### src/rtl/vc_input_buffer.sv
// vc_input_buffer: per-VC input FIFOs with XY routing, wormhole locking and output steering
package ravenoc_pkg;
  localparam int NumVirtChn = 2;
  localparam int VcWidth = 1;
  localparam int XWidth = 2;
  localparam int YWidth = 2;
  localparam int PktWidth = 8;
  typedef enum logic {ZeroLowPrior, ZeroHighPrior} priority_t;
  localparam priority_t HighPriority = ZeroLowPrior;
  typedef enum logic [1:0] {HEAD_FLIT, BODY_FLIT, TAIL_FLIT} flit_type_t;
  typedef struct packed {
    flit_type_t type_f;
    logic [XWidth-1:0] x_dest;
    logic [YWidth-1:0] y_dest;
    logic [PktWidth-1:0] pkt_size;
  } s_flit_data_t;
  typedef struct packed {
    logic valid;
    logic [VcWidth-1:0] vc_id;
    s_flit_data_t fdata;
  } s_flit_req_t;
  typedef struct packed {
    logic ready;
  } s_flit_resp_t;
endpackage

module vc_input_buffer
  import ravenoc_pkg::*;
#(
  parameter int ROUTER_X = 0,
  parameter int ROUTER_Y = 0,
  parameter int IN_DIR = 3,
  parameter int FIFO_DEPTH = 4
) (
  input  logic              clk,
  input  logic              arst,
  input  s_flit_req_t       fin_req_i,
  output s_flit_resp_t      fin_resp_o,
  output s_flit_req_t [3:0] fout_req_o,
  input  s_flit_resp_t [3:0] fout_resp_i,
  output logic              err_o
);
  localparam int PtrW = $clog2(FIFO_DEPTH);
  localparam int CntW = PtrW + 1;
  localparam logic [2:0] DirLocal = 3'd0;
  localparam logic [2:0] DirNorth = 3'd1;
  localparam logic [2:0] DirSouth = 3'd2;
  localparam logic [2:0] DirWest = 3'd3;
  localparam logic [2:0] DirEast = 3'd4;
  localparam logic [2:0] InDir = 3'(IN_DIR);
  localparam logic [XWidth-1:0] RouterX = XWidth'(ROUTER_X);
  localparam logic [YWidth-1:0] RouterY = YWidth'(ROUTER_Y);
  localparam logic [CntW-1:0] Full = CntW'(FIFO_DEPTH);
  typedef enum logic {IDLE, BUSY} vc_state_t;
  s_flit_data_t mem [NumVirtChn][FIFO_DEPTH];
  logic [NumVirtChn-1:0][PtrW-1:0] wptr, rptr;
  logic [NumVirtChn-1:0][CntW-1:0] cnt;
  logic [NumVirtChn-1:0] push, pop, non_empty;
  vc_state_t state [NumVirtChn];
  vc_state_t state_nx [NumVirtChn];
  logic [2:0] dir_q [NumVirtChn];
  logic [2:0] dir_nx [NumVirtChn];
  logic hold_vld;
  logic [VcWidth-1:0] hold_vc, pick_vc, sel_vc;
  s_flit_data_t head;
  logic [2:0] xy_dir, dir;
  logic [1:0] idx;
  logic any_vld, is_idle, illegal, drop, present, accept;
  // Upstream ready reflects only the addressed FIFO's pre-pop occupancy
  always_comb begin
    fin_resp_o.ready = cnt[fin_req_i.vc_id] != Full;
    for (int v = 0; v < NumVirtChn; v++) begin
      push[v] = fin_req_i.valid && fin_resp_o.ready && fin_req_i.vc_id == VcWidth'(v);
      non_empty[v] = cnt[v] != '0;
    end
  end
  // Priority pick among non-empty VCs; the last match in scan order wins
  always_comb begin
    pick_vc = '0;
    for (int v = 0; v < NumVirtChn; v++) begin
      if (HighPriority == ZeroLowPrior && non_empty[v]) pick_vc = VcWidth'(v);
      if (HighPriority != ZeroLowPrior && non_empty[NumVirtChn-1-v]) pick_vc = VcWidth'(NumVirtChn-1-v);
    end
  end
  // Route the selected head: held choice wins over a fresh pick until accepted
  always_comb begin
    sel_vc = hold_vld ? hold_vc : pick_vc;
    any_vld = non_empty[sel_vc];
    head = mem[sel_vc][rptr[sel_vc]];
    xy_dir = head.x_dest > RouterX ? DirEast :
             head.x_dest < RouterX ? DirWest :
             head.y_dest > RouterY ? DirSouth :
             head.y_dest < RouterY ? DirNorth : DirLocal;
    is_idle = state[sel_vc] == IDLE;
    dir = is_idle ? xy_dir : dir_q[sel_vc];
    idx = dir < InDir ? dir[1:0] : 2'(dir - 3'd1);
    illegal = any_vld && is_idle && head.type_f == HEAD_FLIT && dir == InDir;
    drop = any_vld && is_idle && (head.type_f != HEAD_FLIT || dir == InDir);
    present = any_vld && !drop;
    accept = present && fout_resp_i[idx].ready;
    for (int v = 0; v < NumVirtChn; v++) pop[v] = (drop || accept) && sel_vc == VcWidth'(v);
  end
  // Drive exactly one output module with the selected flit
  always_comb begin
    fout_req_o = '0;
    if (present) fout_req_o[idx] = '{valid: 1'b1, vc_id: sel_vc, fdata: head};
  end
  // Per-VC wormhole state register
  always_ff @(posedge clk) begin
    for (int v = 0; v < NumVirtChn; v++) begin
      state[v] <= arst ? IDLE : state_nx[v];
      dir_q[v] <= arst ? 3'd0 : dir_nx[v];
    end
  end
  // Accepted multi-flit heads lock the direction; tails release it
  always_comb begin
    for (int v = 0; v < NumVirtChn; v++) begin
      state_nx[v] = state[v];
      dir_nx[v] = dir_q[v];
      if (accept && sel_vc == VcWidth'(v)) begin
        if (state[v] == IDLE && head.type_f == HEAD_FLIT && head.pkt_size != '0) begin
          state_nx[v] = BUSY;
          dir_nx[v] = dir;
        end
        if (state[v] == BUSY && head.type_f == TAIL_FLIT) state_nx[v] = IDLE;
      end
    end
  end
  // FIFO storage; contents need no reset since counts gate visibility
  always_ff @(posedge clk) begin
    for (int v = 0; v < NumVirtChn; v++)
      if (push[v]) mem[v][wptr[v]] <= fin_req_i.fdata;
  end
  // FIFO pointers and occupancy
  always_ff @(posedge clk) begin
    if (arst) begin
      wptr <= '0;
      rptr <= '0;
      cnt <= '0;
    end else begin
      for (int v = 0; v < NumVirtChn; v++) begin
        if (push[v]) wptr[v] <= wptr[v] + PtrW'(1);
        if (pop[v]) rptr[v] <= rptr[v] + PtrW'(1);
        cnt[v] <= cnt[v] + CntW'(push[v]) - CntW'(pop[v]);
      end
    end
  end
  // Selection hold while a presented flit is stalled, and the drop error pulse
  always_ff @(posedge clk) begin
    if (arst) begin
      hold_vld <= 1'b0;
      hold_vc <= '0;
      err_o <= 1'b0;
    end else begin
      hold_vld <= present && !accept;
      hold_vc <= sel_vc;
      err_o <= illegal;
    end
  end
endmodule

### config.mk
export PLATFORM = sky130hd
export DESIGN_NAME = vc_input_buffer
export DESIGN_NICKNAME = d
export VERILOG_FILES = /design/src/rtl/vc_input_buffer.sv
export SDC_FILE = /design/constraint.sdc
export NUM_CORES = 1
export LEC_CHECK = 0
export CAP_MARGIN = 20
export CORE_ASPECT_RATIO = 1.5
export CORE_MARGIN = 2
export CORE_UTILIZATION = 30
export DETAILED_ROUTE_END_ITERATION = 6
export SLEW_MARGIN = 5
export SYNTH_ARGS = -nofsm -noshare
export SYNTH_HDL_FRONTEND = slang
export SYNTH_SLANG_ARGS = --single-unit
### constraint.sdc
create_clock -name clk -period 4.8 [get_ports clk]
set_clock_uncertainty 0.05 [all_clocks]
set_input_delay 1.2 -clock clk [delete_from_list [all_inputs] [get_ports clk]]
set_output_delay 1.2 -clock clk [all_outputs]
set_load 0.02 [all_outputs]
# Word level (Yosys, flattened, before mapping)
# Memories as Yosys holds them, arrays and structs flattened.
# Index checks and enable logic that the tools add are counted.
classes:
  n_addsub: 9
  eq_ne: 7
  n_mux: 47
  n_reduce_logical: 35
  order_cmp: 14
  bitwise_logic: 9
ops:
  columns: ["operator", "n"]
  rows:
  - ["$mux 56", 4]
  - ["$and 64x64->64", 1]
  - ["$mux 64", 1]
  - ["$demux 14 s2", 2]
  - ["$mux 14", 4]
  - ["$reduce_or 56->1", 1]
  - ["$demux 16 s2", 1]
  - ["$mux 3", 10]
  - ["$bmux 14 s2", 1]
  - ["$logic_and 1x1->1", 23]
  - ["$mux 1", 17]
  - ["$mux 16", 1]
  - ["$mux 2", 5]
  - ["$ge 3x3->1 const B", 3]
  - ["$ne 3x3->1 const B", 3]
  - ["$not 2->3", 3]
  - ["$add 2x1->2 const B", 4]
  - ["$reduce_bool 8->1", 1]
  - ["$add 3x1->3", 2]
  - ["$lt 3x1->1 const B", 2]
  - ["$reduce_bool 3->1", 2]
  - ["$sub 3x1->3", 2]
  - ["$not 1->1", 5]
  - ["$gt 2x1->1 const B", 2]
  - ["15 further kinds", 21]
word_totals:
  ramBits: 120
  register_bits: 17
  mem_count: 3
mem_list:
  columns: ["name", "words", "word_bits", "rd", "rd_ports_with_merged_regs", "wr", "line_no", "source"]
  rows:
  - ["mem", 2, 56, 1, 0, 1, "55", "s_flit_data_t mem [NumVirtChn][FIFO_DEPTH];"]
  - ["dir_q", 2, 3, 1, 0, 2, "61", "logic [2:0] dir_q [NumVirtChn];"]
  - ["state", 2, 1, 3, 0, 2, "59", "vc_state_t state [NumVirtChn];"]

# Logic depth before layout (Yosys ltp)
# Gate-level depths: netlist of the first run.
depth:
  word_depth: 24
  ltp_mapped: 22
  ltp_nobuf: 21

# Least setup slack after synthesis of the first run
# No wires, ideal clock.
synth_path:
  path_type: "flip-flop to flip-flop"
  from: "reg cnt[4] (netlist name)"
  to: "reg cnt[2] (netlist name)"
  stages_incl_launch_ff: 22
  slack_ns: 0.409
  setup_time_ns: 0.128
  arrival_ns: 4.214
  required_time_ns: 4.622
  path_cell_list: "dfxtp_1 > or4_4 > nand2_4 > buf_2 > nand2_1 > nand2_1 > o22ai_1 > ha_1 > o211ai_1 > a211oi_1 > a32o_1 > a22oi_1 > o2111a_1 > and2_1 > nor3_1 > ha_1 > inv_1 > ha_1 > fa_1 > xnor2_1 > xnor2_1 > nor2_1"
synth_via:
  elab_chain_len: 24
synth_lines:
  columns: ["element", "line_no", "source"]
  rows:
  - ["start: declaration", "57", "logic [NumVirtChn-1:0][CntW-1:0] cnt;"]
  - ["start signal: indexed assignment", "144", "cnt[v] <= cnt[v] + CntW'(push[v]) - CntW'(pop[v]);"]
  - ["$reduce_bool 3->1 (*)", "74", "non_empty[v] = cnt[v] != '0;"]
  - ["branches (longest 21 deep; another with $lt 2x1->1)", null, null]
  - ["$logic_and 1x1->1 (*)", "101", "for (int v = 0; v < NumVirtChn; v++) pop[v] = (drop || accept) && sel_vc == VcWidth'(v);"]
  - ["via pop[0]", "58", "logic [NumVirtChn-1:0] push, pop, non_empty;"]
  - ["$sub 3x1->3 (*)", "144", null]
# Mark *: on every way through the listed nets, which the timed path passes. The select of a mux whose other input is x is not followed.
# A chain may end at the register's enable or synchronous reset.

==> impl_metrics.yaml, run 1 <==
final_layout:
  ff_latch_area_um2: 3930
  multi_input_area_um2: 2500
  area_growth_pct: 29.1
  fillerInstances: 1994
  drive_above_1_share_pct: 23.8
  final_nets: 630
  num_antenna_cells: 0
  fin_util_pct: 39.2
grt:
  grt_busiest_layer: "met2"
  overflow: 0
  grt_use_met1_pct: 15.9
  met3_usage_pct: 2.92
  grt_pass1_vias: 4628
  grt_pass1_wl_um: 26000
  grt_max_degree: 32
  grt_use_total_pct: 15.0
  met2_usage_pct: 27.9
  antenna_found_initial: 0
setup_path:
  crit_required_ns: 3.55
  critPathKind: "reg -> out"
  r2r_slack_ns: 0.31
  worst-path-max-fanout: 11
  crit_path_end_kind: "output pin"
  startpoint_type: "flop"
  r2r_cells: 20
  arrival_ns: 3.38
  startpoint: "cnt[3]"
  reg2reg_from: "cnt[3]"
floorplan:
  die_x_um: 125
  coreArea_um2: 21600
  start_util_pct: 30.4
  die_h_um: 185
  io_pins: 88
  die_area_um2: 23100
  rows: 66
clock_tree:
  cts_tree: "built"
  clk-insertion-delay-late_ns: 0.41
  clk_pin_slew_ns: 0.06
  clockBufferDepth: 2
  clock-sinks: 137
  cts_root_buf: "clkbuf_16"
  htree_levels: 4
  cts_buffers: 17
worst_hold_path:
  hold_path.class: "reg -> reg"
  min_path_cells: 2
  hp-start: "cnt[2]"
logic_synthesis:
  synth_cells: 469
  syn_nets: 506
  synthArstFlopShare_pct: 0
  synth_area_um2: 6550
  syn_avg_cell_area_um2: 14.0
  ys_types: 61
  yosysSeqAreaShare_pct: 59.9
  synth_ff_type: "edfxtp_1"
  yosys_warnings: 0
  synth-edff-count: 118
  ys_ff_latch: 137
drt:
  vias: 4418
  ant_nets: 0
  vias_per_cell: 5.03
  wl_um: 16800
  wl_per_cell_um: 19.1
  drt_iter0_markers: 332
  drc_errors: 0
  first_pass_iters: 5
power:
  leakage_nw: 3.24
  p_int_w: 0.00307
  p_sw_share_pct: 38.4
  irDropWorstVdd_mv: 0.250
  p_per_area_nw_per_um2: 589
  pwr-share-clk_pct: 24.7
  net-switching-power_w: 0.00192
  pwr-share-seq_pct: 29.9
  power_frac_comb_pct: 45.4
placement:
  dpl.hpwl_um: 12400
  placement.io_buffers: 87
  place_congestion: 0.859
sta:
  hold_viol_final: 0
  min_period_ns: 4.63
  setup_violations: 0
  fin_crit_sh_pct: 96.5
  slew_headroom_pct: 34.9
  grt_setup_unrepaired: "false"
  holdWs_ns: 0.487
  slew_viol_final: 0
  max_freq_mhz: 216
  tightest_slew_ns: 0.949
outcome:
  outcome: "finished clean"
flow_run:
  maxCapViolations: 0
path summary, 6_finish.rpt:
| kind | to |
|---|---|
| setup reg to reg | cnt[5] |
| setup / recovery | fout_req_o[31] |
| hold / removal | cnt[2] |
| hold reg to reg | cnt[2] |
cell type report:
class / count / area share, %
clock buffers: 18 / 5.07
clock inverters: 14 / 1.63
inverters: 20 / 0.887
multi-input cells: 291 / 29.5
flip-flops and latches: 137 / 46.4
well taps: 272 / 4.02
repair buffers: 126 / 12.4
registers in the layout, indices dropped and copies added, names as in the netlist:
signal and count:
err_o 1, state 2, hold_vld 1, cnt 6
dir_q 6, mem 112, wptr 4, rptr 4
hold_vc 1
cells in the final DEF (no fill, tap or decap), drive strengths merged, types with 4 or more instances in the layout:
cell           instances
edfxtp               118
nor2                  94
dlygate4sd2           43
buf                   39
clkbuf                34
mux4                  32
inv                   25
clkdlybuf4s50         24
mux2i                 23
dfxtp                 19
ha                    13
o21ai                 13
and2                  11
nand2                 11
nor2b                  8
o211ai                 6
clkinv                 6
nor4                   6
nand3                  5
nand4                  5
xnor2                  5
or3                    5
nor4b                  5
o31ai                  4
worst max-delay path, stage by stage, from the launching register on:
cell and delay, ns:
dfxtp_1 0.37, or4_4 0.61, nand2_4 0.13, nand2_1 0.06, nand2_1 0.11, o22ai_1 0.13
ha_4 0.21, a221oi_4 0.35, nand2b_1 0.15, buf_4 0.20, inv_1 0.06, clkdlybuf4s50_1 0.59
repair_timing:
action | CTS | global route
gates cloned | 0 | 0
hold buffers | 0 | 0
endpoints found under the setup margin | 63 | 21
pin swaps | 3 | 0
resized for setup | 67 | 41
buffers inserted | 1 | 2
cell families (layout without fill, tap and decap cells):
logic type / after synthesis / in the layout / synth area share, %
mux: 57 / 57 / 14.9
buf+inv: 41 / 178 / 2.65
xor+xnor: 6 / 6 / 0.802
flops: 137 / 137 / 59.9
compound gates: 44 / 44 / 5.52
fa+ha+maj: 15 / 15 / 3.09
simple gates: 169 / 169 / 13.2
cell usage after synthesis, drive strengths merged, types with 3 or more instances:
library cell | instances | area share (%)
nand3 | 5 | 0.38
a211oi | 3 | 0.34
inv | 20 | 1.1
and2 | 11 | 1.1
or3 | 5 | 0.55
xnor2 | 5 | 0.67
nor2 | 94 | 5.4
nor4b | 5 | 0.67
o211ai | 6 | 0.69
mux4 | 32 | 11
nor3 | 3 | 0.23
nand4 | 5 | 0.48
and3 | 3 | 0.29
mux2i | 23 | 3.5
o31ai | 4 | 0.53
nor4 | 6 | 0.99
nand2 | 11 | 0.74
or4 | 3 | 0.40
dfxtp | 19 | 5.8
nor2b | 8 | 0.76
o21ai | 13 | 0.99
ha | 13 | 2.5
edfxtp | 118 | 54
buf | 12 | 0.99
clkbuf | 9 | 0.52
power groups by stage:
stage	Sequential [W]	Combinational (W)	Clock, W
4_1_cts	0.00149	0.00227	0.00125
6_report	0.00149	0.00227	0.00123
3_5_place_dp	0.00151	0.00233	0
5_1_grt	0.00150	0.00246	0.00130
3_3_place_gp	0.00151	0.00231	0
2_1_floorplan	0.00147	0.00141	0
through the flow:
stage / TNS, ns / setup slack, ns / power (W) / area [um^2] / cells
6_report: 0 / 0.167 / 0.00499 / 8460 / 878
5_1_grt: 0 / 0.00157 / 0.00526 / 8460 / 878
4_1_cts: -0.169 / -0.169 / 0.00501 / 8480 / 876
3_5_place_dp: 0 / 0.152 / 0.00385 / 7950 / 843
3_3_place_gp: 0 / 0.156 / 0.00382 / 7950 / 843
2_1_floorplan: 0 / 0.409 / 0.00288 / 6550 / 469
metal layers:
metal  part of all wire (%)  wire length, um
met5                      0                0
met4                    4.3              730
met3                    4.4              743
met2                     53             8980
met1                     38             6330
Power figures use the tool's default switching activity.
==> inputs of run 2 (changes only) <==
- MAX_ROUTING_LAYER: unset -> met4
- SETUP_SLACK_MARGIN: unset -> 0.02
==> run 2 against run 1 <==
Compared with the run above:
- final area is 1.0% higher
- combinational power rose by 2%
- via count decreased by 0.70%
- fmax about the same
- sequential share of layout area down 0.48 points
- count of clock-buffer cells in the layout stayed put
- critical path depth did not move
- wire length grew 2.9%
- die area unchanged
==> impl_metrics.yaml, run 2 (synthesized netlist as in run 1, its figures left out) <==
final_layout:
  final_area_um2: 8540
  fillerInstances: 2017
  final_nets: 631
  largest_reg_flops: 112
  area_growth_pct: 30.4
  drive_above_1_share_pct: 23.9
  layout_common_cells: "118 x edfxtp_1, 93 x nor2_1, 47 x dlygate4sd2_1"
  num_antenna_cells: 0
  layout_commonest_cell: "edfxtp_1"
placement:
  place_congestion: 0.890
  dpl.hpwl_um: 12800
  placed_cell_area_um2: 7960
  placement.io_buffers: 87
sta:
  min_period_ns: 4.63
  max_freq_mhz: 216
  tns_ns: 0
  tightest_slew_ns: 0.895
  setup_violations: 0
  fin_crit_sh_pct: 96.5
  hold_viol_final: 0
  slew_headroom_pct: 40.3
  slew_viol_final: 0
  holdWs_ns: 0.485
  grt_setup_unrepaired: "false"
drt:
  first_pass_iters: 4
  vias_per_cell: 4.99
  wl_um: 17300
  wl_per_cell_um: 19.6
  ant_nets: 0
  drt_iter0_markers: 280
  drc_errors: 0
  vias: 4387
setup_path:
  critPathSlowestCell: "or4_4"
  crit_required_ns: 3.55
  path_cells: "or4_4, nand2_4, buf_12, mux2i_1, a221oi_4, buf_4, buf_4, o21ai_2, buf_4, inv_1, dlygate4sd2_1"
  startpoint_type: "flop"
  worst-path-max-fanout: 31
  critPathKind: "reg -> out"
  arrival_ns: 3.38
  crit_path_end_kind: "output pin"
  path_common_cell: "buf_4"
  worst-path-buf-inv: 6
  critPathMaxStageDelay_ns: 0.61
  critPathTopFamily: "buffers and inverters"
clock_tree:
  cts_root_buf: "clkbuf_16"
  cts_tree: "built"
  clockBufferDepth: 2
  clk-insertion-delay-late_ns: 0.41
  clock-sinks: 137
  cts_buffers: 17
  htree_levels: 4
  clk_pin_slew_ns: 0.06
worst_hold_path:
  hold_path.class: "reg -> reg"
power:
  power_frac_comb_pct: 44.7
  net-switching-power_w: 0.00193
  pwr-share-clk_pct: 26.4
  p_per_area_nw_per_um2: 605
  leakage_nw: 3.28
  p_sw_share_pct: 37.4
  p_int_w: 0.00324
  pwr-share-seq_pct: 28.9
  irDropWorstVdd_mv: 0.262
floorplan:
  rows: 66
  coreArea_um2: 21600
  die_h_um: 185
  die_area_um2: 23100
  start_util_pct: 30.4
  die_x_um: 125
  io_pins: 88
grt:
  antenna_found_initial: 0
  overflow: 0
  grt_pass1_vias: 4699
  grt_pass1_wl_um: 26800
  grt_max_degree: 32
  grt_use_total_pct: 15.9
flow_run:
  maxCapViolations: 0
outcome:
  outcome: "finished clean"
run 2: cell count changes in the layout (fill, tap and decap cells not counted), sizes merged:
cell	before	now
bufinv	1	4
buf	39	40
clkinv	6	2
clkdlybuf4s15	1	0
dlymetal6s2s	3	2
dlygate4sd2	43	47
clkdlybuf4s50	24	23
clkbuf	34	33
clkinvlp	2	3
run 2: what timing repair did:
item,4_1_cts,5_1_grt
hold buffers,0,0
hold endpoints to repair,0,0
buffers inserted,3,0
setup endpoints to repair,64,22
pin swaps,3,2
gates resized for setup,75,36
gates cloned,0,0
run 2: through the flow:
stage,power [W],util [%],std cells,worst slack [ns]
CTS,0.00519,39.8,879,0.0295
detailed placement,0.00387,36.9,844,0.0349
global route,0.00545,39.6,879,0.0286
floorplan,0.00288,-,469,0.409
finish,0.00517,39.6,879,0.168
global placement,0.00383,36.9,844,0.152
run 2: metal layers:
layer / vias up / share of wire (%) / GRT usage, %
met3: 26 / 3.2 / 2.77
met2: 139 / 56 / 29.2
met1: 2193 / 38 / 16.6
met4: 0 / 2.9 / 7.46
li1: 2029 / - / -
met5: - / 0 / -
run 2: final cells by class:
class	count	area, um^2	share of cell area (%)
Timing Repair Buffer	127	1050	12.3
Clock buffer	18	429	5.02
Multi-Input combinational cell	291	2520	29.5
Clock inverter	14	194	2.27
Sequential cell	137	3930	46.0
Tap cell	272	340	3.98
Inverter	20	75.1	0.879
run 2: worst reg2reg max path, cell delays in order (launching register included):
cell and delay (ns):
dfxtp_1 0.38, nor4_4 0.36, nor2_2 0.13, o32a_2 0.40
o22ai_2 0.23, ha_4 0.26, nand2_1 0.07, mux2i_1 0.08
a32o_1 0.27, a22oi_1 0.19, o2111a_1 0.27, and2_1 0.24
nor3_1 0.09, ha_1 0.28, inv_1 0.06, ha_1 0.14
inv_1 0.05, fa_1 0.36, xor2_1 0.16, xnor2_1 0.15
nor2_1 0.05
run 2: path summary, 6_finish.rpt:
kind	from	endpoint	slack (ns)	depth (start not counted)
worst max-delay path	cnt[3]	fout_req_o[47]	0.17	11
worst min-delay path	cnt[2]	cnt[2]	0.49	2
worst max register to register	cnt[5]	cnt[5]	0.40	20
worst min register to register	cnt[2]	cnt[2]	0.49	2
run 2: power groups by stage:
stage | Clock, W | Sequential [W] | Combinational, W
after floorplan | 0 | 0.00147 | 0.00141
after global placement | 0 | 0.00150 | 0.00233
after detailed placement | 0 | 0.00151 | 0.00236
after CTS | 0.00138 | 0.00149 | 0.00232
after global routing | 0.00144 | 0.00150 | 0.00251
final | 0.00137 | 0.00149 | 0.00231
==> inputs of run 3 (changes only) <==
- CORE_UTILIZATION: 30 -> 55
- PLACE_DENSITY: unset -> 0.8
==> run 3 against run 2 <==
Compared with the run above:
- register-to-register slack worse by 0.16 ns
- critical path depth up 1
- setup slack worse by 0.030 ns
- first-iteration DRC count up 33%
- via count up 4.8%
- non-clock buffer count unchanged
- sequential share of layout area up 1.0 points
- wire length down 0.91%
==> impl_metrics.yaml, run 3 (synthesized netlist as in run 1, its figures left out) <==
outcome:
  outcome: "finished clean"
sta:
  slew_viol_final: 0
  max_freq_mhz: 214
  fin_crit_sh_pct: 97.1
  slew_headroom_pct: 38.1
  setup_violations: 0
  tightest_slew_ns: 0.928
  grt_setup_unrepaired: "true"
  hold_viol_final: 0
  min_period_ns: 4.66
  layout_setup_ws_ns: 0.138
  tns_ns: 0
final_layout:
  layout_commonest_cell: "edfxtp_1"
  fillerInstances: 777
  final_nets: 631
  num_antenna_cells: 0
  fin_cells: 756
  area_growth_pct: 27.7
  drive_above_1_share_pct: 24.8
  final_area_um2: 8370
  layout_common_cells: "118 x edfxtp_1, 93 x nor2_1, 39 x buf_4"
  largest_reg_flops: 112
setup_path:
  r2r_cells: 22
  crit_required_ns: 3.55
  reg2reg_to: "cnt[5]"
  arrival_ns: 3.41
  critPathKind: "reg -> out"
  worst-path-buf-inv: 4
  critPathMaxStageDelay_ns: 0.35
  path_cells: "nor2b_1, buf_4, or3_1, o32a_2, o22ai_2, ha_2, buf_4, a221o_1, nand3b_1, buf_6, nor2_1, dlygate4sd2_1"
  path_common_cell: "buf_4"
  critPathSlowestCell: "dfxtp_2"
  reg2reg_from: "hold_vld"
  startpoint_type: "flop"
  worst-path-max-fanout: 13
  crit_path_end_kind: "output pin"
  critPathTopFamily: "buffers and inverters"
  r2r_slack_ns: 0.24
worst_hold_path:
  hp-start: "wptr[3]"
  min_to: "wptr[3]"
  min_path_cells: 2
  hold_path.class: "reg -> reg"
floorplan:
  rows: 48
  die_area_um2: 12800
  start_util_pct: 56.5
  die_h_um: 138
  coreArea_um2: 11600
  die_x_um: 93.1
  io_pins: 88
power:
  p_sw_share_pct: 38.0
  pwr-share-seq_pct: 29.3
  power_frac_comb_pct: 44.7
  leakage_nw: 3.34
  p_int_w: 0.00316
  p_per_area_nw_per_um2: 610
  irDropWorstVdd_mv: 0.454
  net-switching-power_w: 0.00194
  pwr-share-clk_pct: 26.0
  power.total_w: 0.00510
placement:
  placement.io_buffers: 87
  placed_cell_area_um2: 7800
  dpl.hpwl_um: 12200
  dp_slack_ns: -0.0266
  place_congestion: 0.937
  dp.cells: 723
drt:
  vias_per_cell: 6.08
  drc_errors: 0
  drt_iter0_markers: 373
  first_pass_iters: 5
  vias: 4598
  wl_per_cell_um: 22.6
  wl_um: 17100
  ant_nets: 0
clock_tree:
  clockBufferDepth: 2
  clock-sinks: 137
  cts_buffers: 17
  cts_tree: "built"
  clk_pin_slew_ns: 0.06
  htree_levels: 4
  cts_root_buf: "clkbuf_16"
  clk-insertion-delay-late_ns: 0.41
  holdBufCountCts: 0
grt:
  grt_max_degree: 24
  grt_pass1_wl_um: 25800
  overflow: 0
  antenna_found_initial: 0
  grt_use_total_pct: 28.8
  grt_pass1_vias: 4647
flow_run:
  maxCapViolations: 0
## run 3: power by group through the flow
| stage | sequential, W | combinational [W] | clock [W] |
|---|---|---|---|
| CTS | 0.00149 | 0.00225 | 0.00133 |
| global placement | 0.00150 | 0.00227 | 0 |
| floorplan | 0.00147 | 0.00141 | 0 |
| global route | 0.00150 | 0.00244 | 0.00138 |
| finish | 0.00150 | 0.00228 | 0.00132 |
| detailed placement | 0.00151 | 0.00231 | 0 |
## run 3: worst max-delay path by stage
stage,from,end,slack [ns],depth (start not counted)
2_1_floorplan,cnt[4],cnt[2],0.41,21
3_3_place_gp,rptr[0],fout_req_o[44],0.04,12
3_5_place_dp,rptr[0],fout_req_o[39],-0.03,12
4_1_cts,cnt[4],fout_req_o[39],0.009,13
5_1_grt,hold_vld,cnt[5],0.005,22
6_report,hold_vld,fout_req_o[2],0.14,12
## run 3: per-layer routing
layer	vias up	global-route usage (%)	routed length, um
met3	61	4.65	1070
met2	249	53.0	9390
li1	2031	-	-
met5	-	-	0
met4	0	13.1	768
met1	2257	30.0	5890
## run 3: cell type report
cell class / instances / area (um^2) / share of cell area (%)
flip-flops and latches: 137 / 3930 / 47.0
clock inverters: 13 / 169 / 2.02
well taps: 150 / 188 / 2.24
clock buffers: 18 / 429 / 5.13
multi-input cells: 291 / 2510 / 30.0
inverters: 20 / 75.1 / 0.897
repair buffers: 127 / 1070 / 12.8
## run 3: repair_timing
action,CTS,global route
gates resized for setup,72,46
setup buffers,1,1
pin swaps,1,1
setup endpoints to repair,64,51
## run 3: per-stage QoR
| stage | util, % | hold slack [ns] |
|---|---|---|
| 5_1_grt | 72.2 | 0.518 |
| 4_1_cts | 72.2 | 0.510 |
| 3_3_place_gp | 67.3 | 0.461 |
| 3_5_place_dp | 67.3 | 0.502 |
| 6_report | 72.2 | 0.504 |
| 2_1_floorplan | - | 0.441 |
## run 3: worst reg2reg max path, delay by kind of cell, from the launching register on
kind | cells | cell delay (ns)
flip-flops | 1 | 0.35
buffers and inverters | 4 | 0.45
adder cells (fa/ha/maj) | 4 | 1.07
AO/OA/AOI/OAI | 6 | 1.13
AND/OR/NAND/NOR | 6 | 1.02
XOR/XNOR | 2 | 0.34
